$ cat config.mk
export PLATFORM = sky130hd
export DESIGN_NAME = cpu_to_noc_flitizer_fifo
export DESIGN_NICKNAME = d
export VERILOG_FILES = /design/src/rtl/cpu_to_noc_flitizer_fifo.sv
export SDC_FILE = /design/constraint.sdc
export NUM_CORES = 1
export LEC_CHECK = 0
export BUFFER_PORTS_ARGS = -buffer_cell sky130_fd_sc_hd__buf_4
export CAP_MARGIN = 20
export CELL_PAD_IN_SITES_DETAIL_PLACEMENT = 1
export CELL_PAD_IN_SITES_GLOBAL_PLACEMENT = 1
export CORE_MARGIN = 4
export CORE_UTILIZATION = 40
export CTS_CLUSTER_SIZE = 20
export DETAILED_ROUTE_END_ITERATION = 16
export PLACE_DENSITY = 0.67
export SYNTH_ARGS = -nofsm -noshare
export SYNTH_HDL_FRONTEND = slang
export SYNTH_SLANG_ARGS = --single-unit
$ cat constraint.sdc
create_clock -name nocclk -period 10.76 [get_ports nocclk]
set_input_delay 1.076 -clock nocclk [delete_from_list [all_inputs] [get_ports nocclk]]
set_output_delay 1.076 -clock nocclk [all_outputs]
set_load 0.01 [all_outputs]
$ cat src/rtl/cpu_to_noc_flitizer_fifo.sv
// Purpose : packs DATA_W-bit CPU beats into FLIT_W-bit flits, checks framing and the
//           bytewise-XOR checksum, and queues good flits toward the NoC inject port.
// Latency : 1 cycle from final-beat accept to pushed_flit_valid (FIFO empty case).
// Backpr. : data_in_rdy drops when the FIFO is full or ingress is halted after an error
//           (ERR_MODE=1); the NoC side pops with pushed_flit_valid & pushed_flit_ready.
// Ports   : nocclk/rst_n clock and async active-low reset; data_in/_vld/_last/_rdy CPU
//           beat channel; sys_clear error-clear pulse; pushed_flit/_valid/_ready FIFO head;
//           sys_invalid_flit sticky error flag; err_count saturating drop count;
//           fifo_level current occupancy.
module cpu_to_noc_flitizer_fifo #(
    parameter int DATA_W   = 32,
    parameter int FLIT_W   = 128,
    parameter int DEPTH    = 4,
    parameter int ERR_MODE = 0
) (
    input  logic                     nocclk,
    input  logic                     rst_n,
    input  logic [DATA_W-1:0]        data_in,
    input  logic                     data_in_vld,
    input  logic                     data_in_last,
    output logic                     data_in_rdy,
    input  logic                     sys_clear,
    output logic [FLIT_W-1:0]        pushed_flit,
    output logic                     pushed_flit_valid,
    input  logic                     pushed_flit_ready,
    output logic                     sys_invalid_flit,
    output logic [7:0]               err_count,
    output logic [$clog2(DEPTH):0]   fifo_level
);

    localparam int BEATS = FLIT_W / DATA_W;
    localparam int CW    = $clog2(BEATS);
    localparam int AW    = $clog2(DEPTH);
    localparam logic [CW-1:0] LAST_BEAT = CW'(BEATS - 1);

    logic [CW-1:0]     r_beat_cnt;
    logic [FLIT_W-1:0] r_asm;
    logic [FLIT_W-1:0] r_mem [DEPTH];
    logic [AW:0]       r_wr_ptr;
    logic [AW:0]       r_rd_ptr;
    logic              r_halt;
    logic              r_invalid;
    logic [7:0]        r_err_cnt;

    logic              w_full;
    logic              w_accept;
    logic              w_is_last;
    logic              w_frame_err;
    logic              w_complete;
    logic              w_cks_err;
    logic              w_err;
    logic              w_push;
    logic              w_pop;
    logic [FLIT_W-1:0] w_flit;
    logic [7:0]        w_cks;

    // Full when the wrap bits differ but the index bits match.
    assign w_full = (r_wr_ptr[AW] != r_rd_ptr[AW]) &&
                    (r_wr_ptr[AW-1:0] == r_rd_ptr[AW-1:0]);

    // rst_n is folded in so the CPU sees not-ready for the whole reset window.
    assign data_in_rdy = rst_n & ~r_halt & ~w_full;
    assign w_accept    = data_in_vld & data_in_rdy;
    assign w_is_last   = (r_beat_cnt == LAST_BEAT);

    // A last marker must coincide exactly with the final beat position.
    assign w_frame_err = w_accept & (data_in_last ^ w_is_last);
    assign w_complete  = w_accept & w_is_last & data_in_last;

    // The final beat is never stored: the flit is the held lower beats plus live data_in.
    always_comb begin
        w_flit = r_asm;
        w_flit[FLIT_W-1 -: DATA_W] = data_in;
    end

    always_comb begin
        w_cks = 8'h00;
        for (int i = 0; i < FLIT_W / 8; i++) begin
            w_cks = w_cks ^ w_flit[i*8 +: 8];
        end
    end

    assign w_cks_err = w_complete & (w_cks != 8'h00);
    assign w_err     = w_frame_err | w_cks_err;
    // A clear in the accept cycle discards the beat, so a good final beat is not queued;
    // errors are still recorded because an error outranks the clear.
    assign w_push    = w_complete & (w_cks == 8'h00) & ~sys_clear;
    assign w_pop     = pushed_flit_valid & pushed_flit_ready;

    // Beat counter and assembly register.
    always_ff @(posedge nocclk or negedge rst_n) begin
        if (!rst_n) begin
            r_beat_cnt <= '0;
            r_asm      <= '0;
        end else begin
            if (sys_clear || w_frame_err || w_complete) begin
                r_beat_cnt <= '0;
            end else if (w_accept) begin
                r_beat_cnt <= r_beat_cnt + CW'(1);
            end
            if (w_accept && !sys_clear) begin
                for (int k = 0; k < BEATS - 1; k++) begin
                    if (r_beat_cnt == CW'(k)) begin
                        r_asm[k*DATA_W +: DATA_W] <= data_in;
                    end
                end
            end
        end
    end

    // Error flag, saturating counter and halt. The error term is tested first so
    // that a coincident clear yields flag=1 and a count restarting at 1.
    always_ff @(posedge nocclk or negedge rst_n) begin
        if (!rst_n) begin
            r_invalid <= 1'b0;
            r_err_cnt <= 8'h00;
            r_halt    <= 1'b0;
        end else begin
            if (w_err) begin
                r_invalid <= 1'b1;
                if (sys_clear) begin
                    r_err_cnt <= 8'h01;
                end else if (r_err_cnt != 8'hFF) begin
                    r_err_cnt <= r_err_cnt + 8'd1;
                end
            end else if (sys_clear) begin
                r_invalid <= 1'b0;
                r_err_cnt <= 8'h00;
            end
            if ((ERR_MODE != 0) && w_err) begin
                r_halt <= 1'b1;
            end else if (sys_clear) begin
                r_halt <= 1'b0;
            end
        end
    end

    // FIFO pointers; the storage array itself needs no reset.
    always_ff @(posedge nocclk or negedge rst_n) begin
        if (!rst_n) begin
            r_wr_ptr <= '0;
            r_rd_ptr <= '0;
        end else begin
            if (w_push) begin
                r_wr_ptr <= r_wr_ptr + (AW+1)'(1);
            end
            if (w_pop) begin
                r_rd_ptr <= r_rd_ptr + (AW+1)'(1);
            end
        end
    end

    always_ff @(posedge nocclk) begin
        if (w_push) begin
            r_mem[r_wr_ptr[AW-1:0]] <= w_flit;
        end
    end

    assign pushed_flit       = r_mem[r_rd_ptr[AW-1:0]];
    assign pushed_flit_valid = (r_wr_ptr != r_rd_ptr);
    assign fifo_level        = r_wr_ptr - r_rd_ptr;
    assign sys_invalid_flit  = r_invalid;
    assign err_count         = r_err_cnt;

endmodule
==> flow_summary.yaml, run 1 <==
layout:
  layout_commonest_cell: "edfxtp_1"
  syn2layout_area_growth_pct: 18.6
  nets: 1386
  layout_common_cells: "edfxtp_1 (512), buf_4 (194), mux4_2 (128)"
  layout-drive-gt1-share_pct: 38.4
  fin_cells: 2161
  fillers: 5420
worst_setup_path:
  crit_chain: "buf_4 > buf_4 > mux4_2 > buf_4"
  worstSetupStartpointType: "register"
  critPathSlowestCell: "dfrtp_4"
  cpMostUsedCell: "buf_4"
  critPathMaxStageDelay_ns: 0.76
  cp_max_fo: 38
  worst_setup_path_end_kind: "output pin"
  worstPathArrival_ns: 3.69
  r2r_start: "r_asm[13]"
  required_ns: 9.68
  worstSetupStartpoint: "r_rd_ptr[0]"
  crit_type: "register to output pin"
sta:
  period_needed_ns: 4.77
  finClkSkew_ns: 0.0244
  finalHoldViolCount: 0
  relSlewSlack_pct: 29.0
  max_freq_mhz: 210
  fin_crit_sh_pct: 44.3
  maxSlewViolCount: 0
  tightest_slew_ns: 1.06
  rsz0062_at_grt: "false"
  setup-tns-final_ns: 0
  final-setup-viol-count: 0
yosys:
  ys_ff_latch: 625
  syn_inst: 1110
  yosysWarnings: 0
  syn_area_sq_mm: 0.0242
  syn_area_per_cell_sq_um: 21.8
  async_flop_share_pct: 18.1
  synth_edf_count: 512
  ys.flop_type: "edfxtp_1"
  ys_seq_area_share_pct: 75.3
  yosysUniqueCellTypes: 47
  syn-num-nets: 1161
clock_tree:
  cts_buffers: 66
  cts_sinks: 625
  clk_latency_ns: 0.60
  cts-root-buf: "clkbuf_16"
  cts_max_level: 3
  postCtsSetupBuffers: 0
  cts_resized: 0
  cts_tree: "yes"
  clockBufferDepth: 3
  ctsHoldBuffers: 0
  cts.clk_slew.worst_paths_ns: 0.06
routing:
  drt_iter0_markers: 826
  routed_via_density: 5.32
  firstDrtPassIters: 5
  ant_nets: 0
  drc_errors: 0
  routed_wirelength_um: 58800
  wl_per_cell_um: 27.2
  via_count: 11500
placed_design:
  place_inst: 2038
  place_congestion: 0.746
  dpl.hpwl_um: 37800
  port_buffers: 179
power:
  pwr_density_cell_mw_per_mm2: 262
  p_leak_nw: 10.1
  ir_worst_vdd_mv: 0.147
  p_total_mw: 7.52
die:
  placementRows: 89
  die_w_um: 254
  ioPinCount: 180
  die_area_sq_mm: 0.0644
  coreArea_sq_mm: 0.0595
  initial_core_util_pct: 40.6
  fp.dieH_um: 254
min_path:
  min_path_type: "input port to asynchronous set/reset pin"
global_routing:
  grt_overflow_total: 0
  grt_max_degree: 72
  grtUsageTotal_pct: 18.4
  grt_pass1_vias: 12400
  grt_antenna_before_repair: 4
  grt_pass1_wl_um: 86000
job:
  drv_cap: 0
outcome:
  outcome: "complete, no violations"
[stage by stage]
| step | cell area (sq um) | setup slack, ns | utilization, % | hold slack (ns) |
|---|---|---|---|---|
| 3_3_place_gp | 26400 | 5.70 | 44.5 | 0.486 |
| 5_1_grt | 28700 | 5.60 | 48.2 | 0.466 |
| 3_5_place_dp | 26400 | 5.68 | 44.5 | 0.492 |
| 6_report | 28700 | 5.99 | 48.2 | 0.462 |
| 2_1_floorplan | 24200 | 4.98 | - | 0.462 |
| 4_1_cts | 28600 | 5.76 | 48.1 | 0.436 |
[Yosys cell counts, types with 5 or more instances]
master / n / share of area, %
buf_2: 10 / 0.21
xnor2_1: 105 / 3.8
edfxtp_1: 512 / 64
xor2_1: 16 / 0.58
ha_1: 12 / 0.62
xnor2_2: 5 / 0.34
buf_1: 19 / 0.30
nand3_1: 6 / 0.12
mux4_2: 128 / 12
nand2_1: 13 / 0.20
mux2_2: 97 / 4.5
nor2_1: 11 / 0.17
clkbuf_1: 9 / 0.14
dfrtp_1: 113 / 12
inv_1: 11 / 0.17
[cells by family (layout without fill, tap and decap cells)]
| logic type | after synthesis | after routing | share of synthesized area (%) |
|---|---|---|---|
| compound gates | 17 | 17 | 0.518 |
| xor+xnor | 126 | 126 | 4.72 |
| fa+ha+maj | 13 | 13 | 0.704 |
| buf+inv | 50 | 326 | 0.860 |
| flops | 625 | 625 | 75.3 |
| mux | 227 | 227 | 16.5 |
| other cells | 0 | 2 | 0 |
| simple gates | 52 | 52 | 1.33 |
[flip-flops by register name, summed over array words and instances (netlist names)]
signal / flops
r_rd_ptr: 3
r_wr_ptr: 3
r_beat_cnt: 2
r_asm: 96
r_mem: 512
err_count: 8
sys_invalid_flit: 1
[where the power goes]
part | internal, mW | switching, mW | leakage, nW | total, mW
clock | 1.35 | 0.910 | 1.06 | 2.26
sequential | 2.82 | 0.298 | 6.11 | 3.12
combinational | 1.09 | 1.05 | 2.93 | 2.14
total | 5.26 | 2.26 | 10.1 | 7.52
[cell type report]
cell class / instances / area [sq um] / area share, %
repair buffers: 196 / 1510 / 5.27
clock inverters: 25 / 248 / 0.865
diodes: 2 / 5.00 / 0.0175
multi-input cells: 435 / 5770 / 20.1
flip-flops and latches: 625 / 18200 / 63.5
inverters: 11 / 41.3 / 0.144
well taps: 773 / 967 / 3.38
clock buffers: 94 / 1900 / 6.63
[final timing paths]
check / to / slack, ns / cells after the start
hold reg to reg: r_wr_ptr[2] / 0.50 / 1
hold / removal: r_asm[95] / 0.46 / 1
max in group asynchronous: r_asm[88] / 9.19 / 2
setup / recovery: pushed_flit[45] / 5.99 / 4
min in group nocclk: r_wr_ptr[2] / 0.50 / 1
setup reg to reg: r_mem[3][53] / 6.18 / 8
[worst max-delay path, delay by kind of cell, from the launching register on]
family	cells	cell delay, ns
flops	1	0.76
mux	1	0.66
buf+inv	3	1.63
[per-layer routing]
layer | track usage (%) | wire (um)
met5 | 0 | 13
met4 | 4.94 | 1150
met3 | 3.64 | 3090
met2 | 29.3 | 28300
met1 | 26.5 | 26300
Power figures use the tool's default switching activity.
==> run 2, diff against run 1 <==
- ABC_AREA: unset -> 1
- PLACE_DENSITY: 0.67 -> 0.74
- clock period: 10.76 -> 4.2 ns (I/O delays scaled with it)
==> run 2 against run 1 <==
  * Flip-flop and latch count unchanged
  * Sequential power grew to 2.6 times the previous value
  * Largest power group unchanged
  * Combinational power rose to 3.3 times the previous value
  * Register-to-register slack got worse by 5.6 ns
  * Largest cell class unchanged
  * Highest routed layer is now met4
  * Utilization shrank 0.32 points
==> flow_summary.yaml, run 2 <==
yosys:
  synth_edf_count: 512
  ys_top_cells_by_count: "edfxtp_1 (512), nand2_1 (380), o21ai_0 (326)"
  yosysUniqueCellTypes: 34
  netlist_top_cells_area: "edfxtp_1 (60%), dfrtp_1 (11%), o21ai_0 (6.4%)"
  ys.flop_type: "edfxtp_1"
  yosysTopAreaCell: "edfxtp_1"
  syn_area_per_cell_sq_um: 11.6
  syn_inst: 2204
  syn-num-nets: 2255
  ys_ff_latch: 625
  yosysWarnings: 0
  yosys.cell_count.top_type: "edfxtp_1"
  async_flop_share_pct: 18.1
  synth_top_area_share_pct: 60.1
  syn_area_sq_mm: 0.0256
  ys_seq_area_share_pct: 71.2
clock_tree:
  postCtsSetupBuffers: 0
  cts_sinks: 625
  clk_latency_ns: 0.62
  cts.clk_slew.worst_paths_ns: 0.06
  cts_max_level: 3
  cts_buffers: 68
  clockBufferDepth: 3
  cts_tree: "yes"
  cts-root-buf: "clkbuf_16"
routing:
  via_count: 17800
  wl_per_cell_um: 23.1
  drt_iter0_markers: 1282
  routed_via_density: 5.42
  ant_nets: 0
  firstDrtPassIters: 6
  routed_wirelength_um: 75600
  drc_errors: 0
sta:
  fin_crit_sh_pct: 87.0
  rsz0062_at_grt: "false"
  finalHoldViolCount: 0
  max_freq_mhz: 274
  finClkSkew_ns: 0.0318
  tightest_slew_ns: 0.891
  final-setup-viol-count: 0
  relSlewSlack_pct: 40.6
  maxSlewViolCount: 0
  setup-tns-final_ns: 0
  period_needed_ns: 3.65
worst_setup_path:
  worstPathArrival_ns: 3.91
  worstSetupStartpointType: "register"
  cp_max_fo: 48
  worst_setup_path_end_kind: "register"
  required_ns: 4.46
  crit_type: "register to register"
power:
  pwr_density_cell_mw_per_mm2: 706
  p_leak_nw: 11.6
  ir_worst_vdd_mv: 0.442
layout:
  largest_reg_flops: 512
  fin_cells: 3278
  nets: 2432
  layout-drive-gt1-share_pct: 14.0
  layout_commonest_cell: "edfxtp_1"
  syn2layout_area_growth_pct: 18.3
  layout_common_cells: "edfxtp_1 (512), nand2_1 (380), o21ai_0 (326)"
global_routing:
  use_met1_pct: 28.9
  grt_busiest_layer: "met2"
  grt_pass1_vias: 18700
  grt_antenna_before_repair: 1
  grt_use_met2_pct: 37.7
  grt_overflow_total: 0
  grtUsageTotal_pct: 22.0
  met3_usage_pct: 3.55
  grt_max_degree: 163
  grt_pass1_wl_um: 114000
die:
  die_area_sq_mm: 0.0680
  fp.dieH_um: 261
  die_w_um: 261
  placementRows: 92
  ioPinCount: 180
  coreArea_sq_mm: 0.0632
  initial_core_util_pct: 40.5
job:
  drv_cap: 0
placed_design:
  place_inst: 3156
  port_buffers: 179
  dpl.hpwl_um: 49400
  place_congestion: 0.815
min_path:
  min_path_type: "input port to register"
outcome:
  outcome: "complete, no violations"
==> run 2: final timing paths <==
kind	from	end	slack [ns]	cells past startpoint
worst max register to register	r_asm[57]	r_mem[2][11]	0.55	13
min in group asynchronous	rst_n	r_beat_cnt[0]	0.61	3
max in group asynchronous	rst_n	r_asm[44]	2.17	4
worst min register to register	r_rd_ptr[2]	r_rd_ptr[2]	0.49	1
worst min-delay path	data_in[19]	r_mem[1][115]	0.04	1
worst max-delay path	r_asm[57]	r_mem[2][11]	0.55	13
==> run 2: power by group <==
part | leakage, nW | switching (mW) | internal [mW]
Combinational | 4.45 | 4.50 | 2.59
Clock | 1.08 | 2.43 | 3.64
Sequential | 6.10 | 0.876 | 7.34
Total | 11.6 | 7.80 | 13.6
==> run 2: cell families (layout without fill, tap and decap cells) <==
logic type | Yosys count | count (layout) | share of synthesized area, %
fa+ha+maj | 13 | 13 | 0.665
flops | 625 | 625 | 71.2
other cells | 0 | 1 | 0
xor+xnor | 58 | 58 | 2.02
compound gates | 487 | 487 | 10.2
buf+inv | 250 | 477 | 3.72
simple gates | 771 | 771 | 12.2
==> run 2: critical path, stage by stage, from the launching register on <==
cell     delay (ns)
dfrtp_1        0.64
nor2_1         0.12
o21ai_0        0.55
nand2_1        0.12
nand2_1        0.09
nand2_1        0.09
nand2_1        0.10
nand3_1        0.09
nor2_1         0.14
nand3_1        0.15
nor2_4         0.22
nand2_4        0.13
nor2_4         0.45
buf_12         0.34
==> run 2: layer usage <==
layer	up-vias	routed length, um
met3	103	4050
met5	-	0
met1	9165	32000
li1	8019	-
met4	0	1890
met2	477	37700
==> run 2: stage by stage <==
stage	util, %	total power, mW	worst slack [ns]	instance area [sq um]	hold slack, ns
2_1_floorplan	-	12.0	0.0341	25600	0.124
3_3_place_gp	44.3	15.2	0.706	28000	0.471
3_5_place_dp	44.3	15.5	0.619	28000	0.483
4_1_cts	47.9	21.6	0.440	30300	0.00394
5_1_grt	47.9	22.6	0.393	30300	0.0197
6_report	47.9	21.4	0.548	30300	0.0400
==> run 2: timing repair <==
action,in CTS,in global routing
hold buffers,1,0
endpoints found under the setup margin,0,0
resized for setup,0,0
hold endpoints to repair,23,0
==> run 2: area by class of cell <==
class | instances | area [sq um]
inverters | 146 | 558
repair buffers | 211 | 1740
clock inverters | 36 | 458
diodes | 1 | 2.50
fillers | 6651 | 32900
multi-input cells | 1329 | 6450
well taps | 846 | 1060
flip-flops and latches | 625 | 18200
clock buffers | 84 | 1780
==> run 3, diff against run 2 <==
- CORE_UTILIZATION: 40 -> 44
- PLACE_DENSITY: 0.74 -> 0.8
==> run 3 against run 2 <==
  * Die area fell by 8.8%
  * Count of clock-buffer cells in the layout rose by 6
  * Largest cell class unchanged
  * Sequential share of layout area rose by 0.46 points
  * Critical path type is now register to output pin
  * Fmax rose by 3.5%
  * Critical path depth fell by 8
  * Non-clock buffer count fell by 6
  * Largest power group unchanged
  * Worst setup slack improved by 0.12 ns
  * Register-to-register slack improved by 0.28 ns
  * Sequential power rose by 0.5%
==> flow_summary.yaml, run 3 (same netlist as run 2, synthesis figures left out) <==
layout:
  layout_commonest_cell: "edfxtp_1"
  syn2layout_area_growth_pct: 17.4
  layout_common_cells: "edfxtp_1 (512), nand2_1 (380), o21ai_0 (326)"
  final_cell_area_sq_mm: 0.0300
  largest_reg_flops: 512
  layout-drive-gt1-share_pct: 13.8
  nets: 2425
  fin_cells: 3193
routing:
  firstDrtPassIters: 5
  via_count: 18000
  drt_iter0_markers: 1566
  routed_via_density: 5.64
  ant_nets: 0
  routed_wirelength_um: 77000
  drc_errors: 0
  wl_per_cell_um: 24.1
sta:
  final-setup-viol-count: 0
  setup-tns-final_ns: 0
  finalHoldViolCount: 0
  rsz0062_at_grt: "false"
  max_freq_mhz: 283
  fin_crit_sh_pct: 84.0
  relSlewSlack_pct: 35.2
  fin_ws_ns: 0.670
  maxSlewViolCount: 0
  finClkSkew_ns: 0.0315
  period_needed_ns: 3.53
  tightest_slew_ns: 0.972
die:
  die_area_sq_mm: 0.0620
  placementRows: 88
  initial_core_util_pct: 44.4
  fp.dieH_um: 249
  ioPinCount: 180
  coreArea_sq_mm: 0.0576
  die_w_um: 249
global_routing:
  grt_overflow_total: 0
  grtUsageTotal_pct: 24.5
  grt_antenna_before_repair: 0
  grt_max_degree: 151
  grt_pass1_wl_um: 117000
  grt_pass1_vias: 19200
worst_setup_path:
  crit_type: "register to output pin"
  required_ns: 3.78
  cp_max_fo: 70
  worstPathArrival_ns: 3.11
  worstSetupStartpointType: "register"
  worst_setup_path_end_kind: "output pin"
  r2r_slack_ns: 0.83
power:
  p_leak_nw: 11.6
  pwr_density_cell_mw_per_mm2: 707
  ir_worst_vdd_mv: 0.569
outcome:
  outcome: "complete, no violations"
job:
  drv_cap: 0
clock_tree:
  cts.clk_slew.worst_paths_ns: 0.06
  ctsHoldBuffers: 1
  cts-root-buf: "clkbuf_16"
  clk_latency_ns: 0.63
  cts_max_level: 3
  postCtsSetupBuffers: 0
  cts_tree: "yes"
  cts_sinks: 625
  cts_resized: 0
  clockBufferDepth: 3
  cts_buffers: 67
min_path:
  min_path_type: "input port to register"
placed_design:
  place_inst: 3069
  place_congestion: 0.855
  dpl_worst_slack_ns: 0.902
  port_buffers: 179
  dpl_cell_area_sq_mm: 0.0279
  dpl.hpwl_um: 49400
==> run 3: cell type report <==
class	count	area (sq um)
inverters	146	558
diodes	1	2.50
clock inverters	32	290
multi-input cells	1329	6450
clock buffers	90	1870
flip-flops and latches	625	18200
repair buffers	205	1690
well taps	765	957
fillers	5963	27600
==> run 3: per-layer routing <==
metal | routed length [um] | track usage, % | share of wire (%)
met4 | 2820 | 9.58 | 3.7
met2 | 38900 | 41.9 | 51
met3 | 4930 | 4.42 | 6.4
met5 | 0 | 0 | 0
met1 | 30400 | 31.2 | 39
==> run 3: critical path, stage by stage (launching register included) <==
cell	delay [ns]
dfrtp_4	0.41
buf_4	0.60
buf_4	0.69
o21ai_0	0.21
o22ai_1	0.36
buf_4	0.19
==> run 3: path summary, 6_finish.rpt <==
path                        startpoint         endpoint  cells past startpoint
max reg2reg                  r_asm[81]     r_mem[1][81]                     15
max in group asynchronous        rst_n        r_asm[82]                      4
max                        r_rd_ptr[1]  pushed_flit[88]                      5
min                        data_in[19]    r_mem[3][115]                      1
min in group asynchronous        rst_n     err_count[0]                      3
min reg2reg                r_rd_ptr[2]      r_rd_ptr[2]                      1
==> run 3: report_power, final <==
group	internal, mW	switching, mW	leakage [nW]
sequential	7.34	0.922	6.10
clock	3.39	2.47	1.06
combinational	2.61	4.50	4.42
total	13.3	7.89	11.6
==> run 3: stage by stage <==
step	hold slack, ns	utilization, %	total power [mW]
after floorplan	0.124	-	12.0
after global placement	0.476	48.3	15.0
after detailed placement	0.497	48.4	15.4
after CTS	0.0171	52.1	21.4
after global routing	0.0350	52.1	22.4
final	0.0446	52.1	21.2
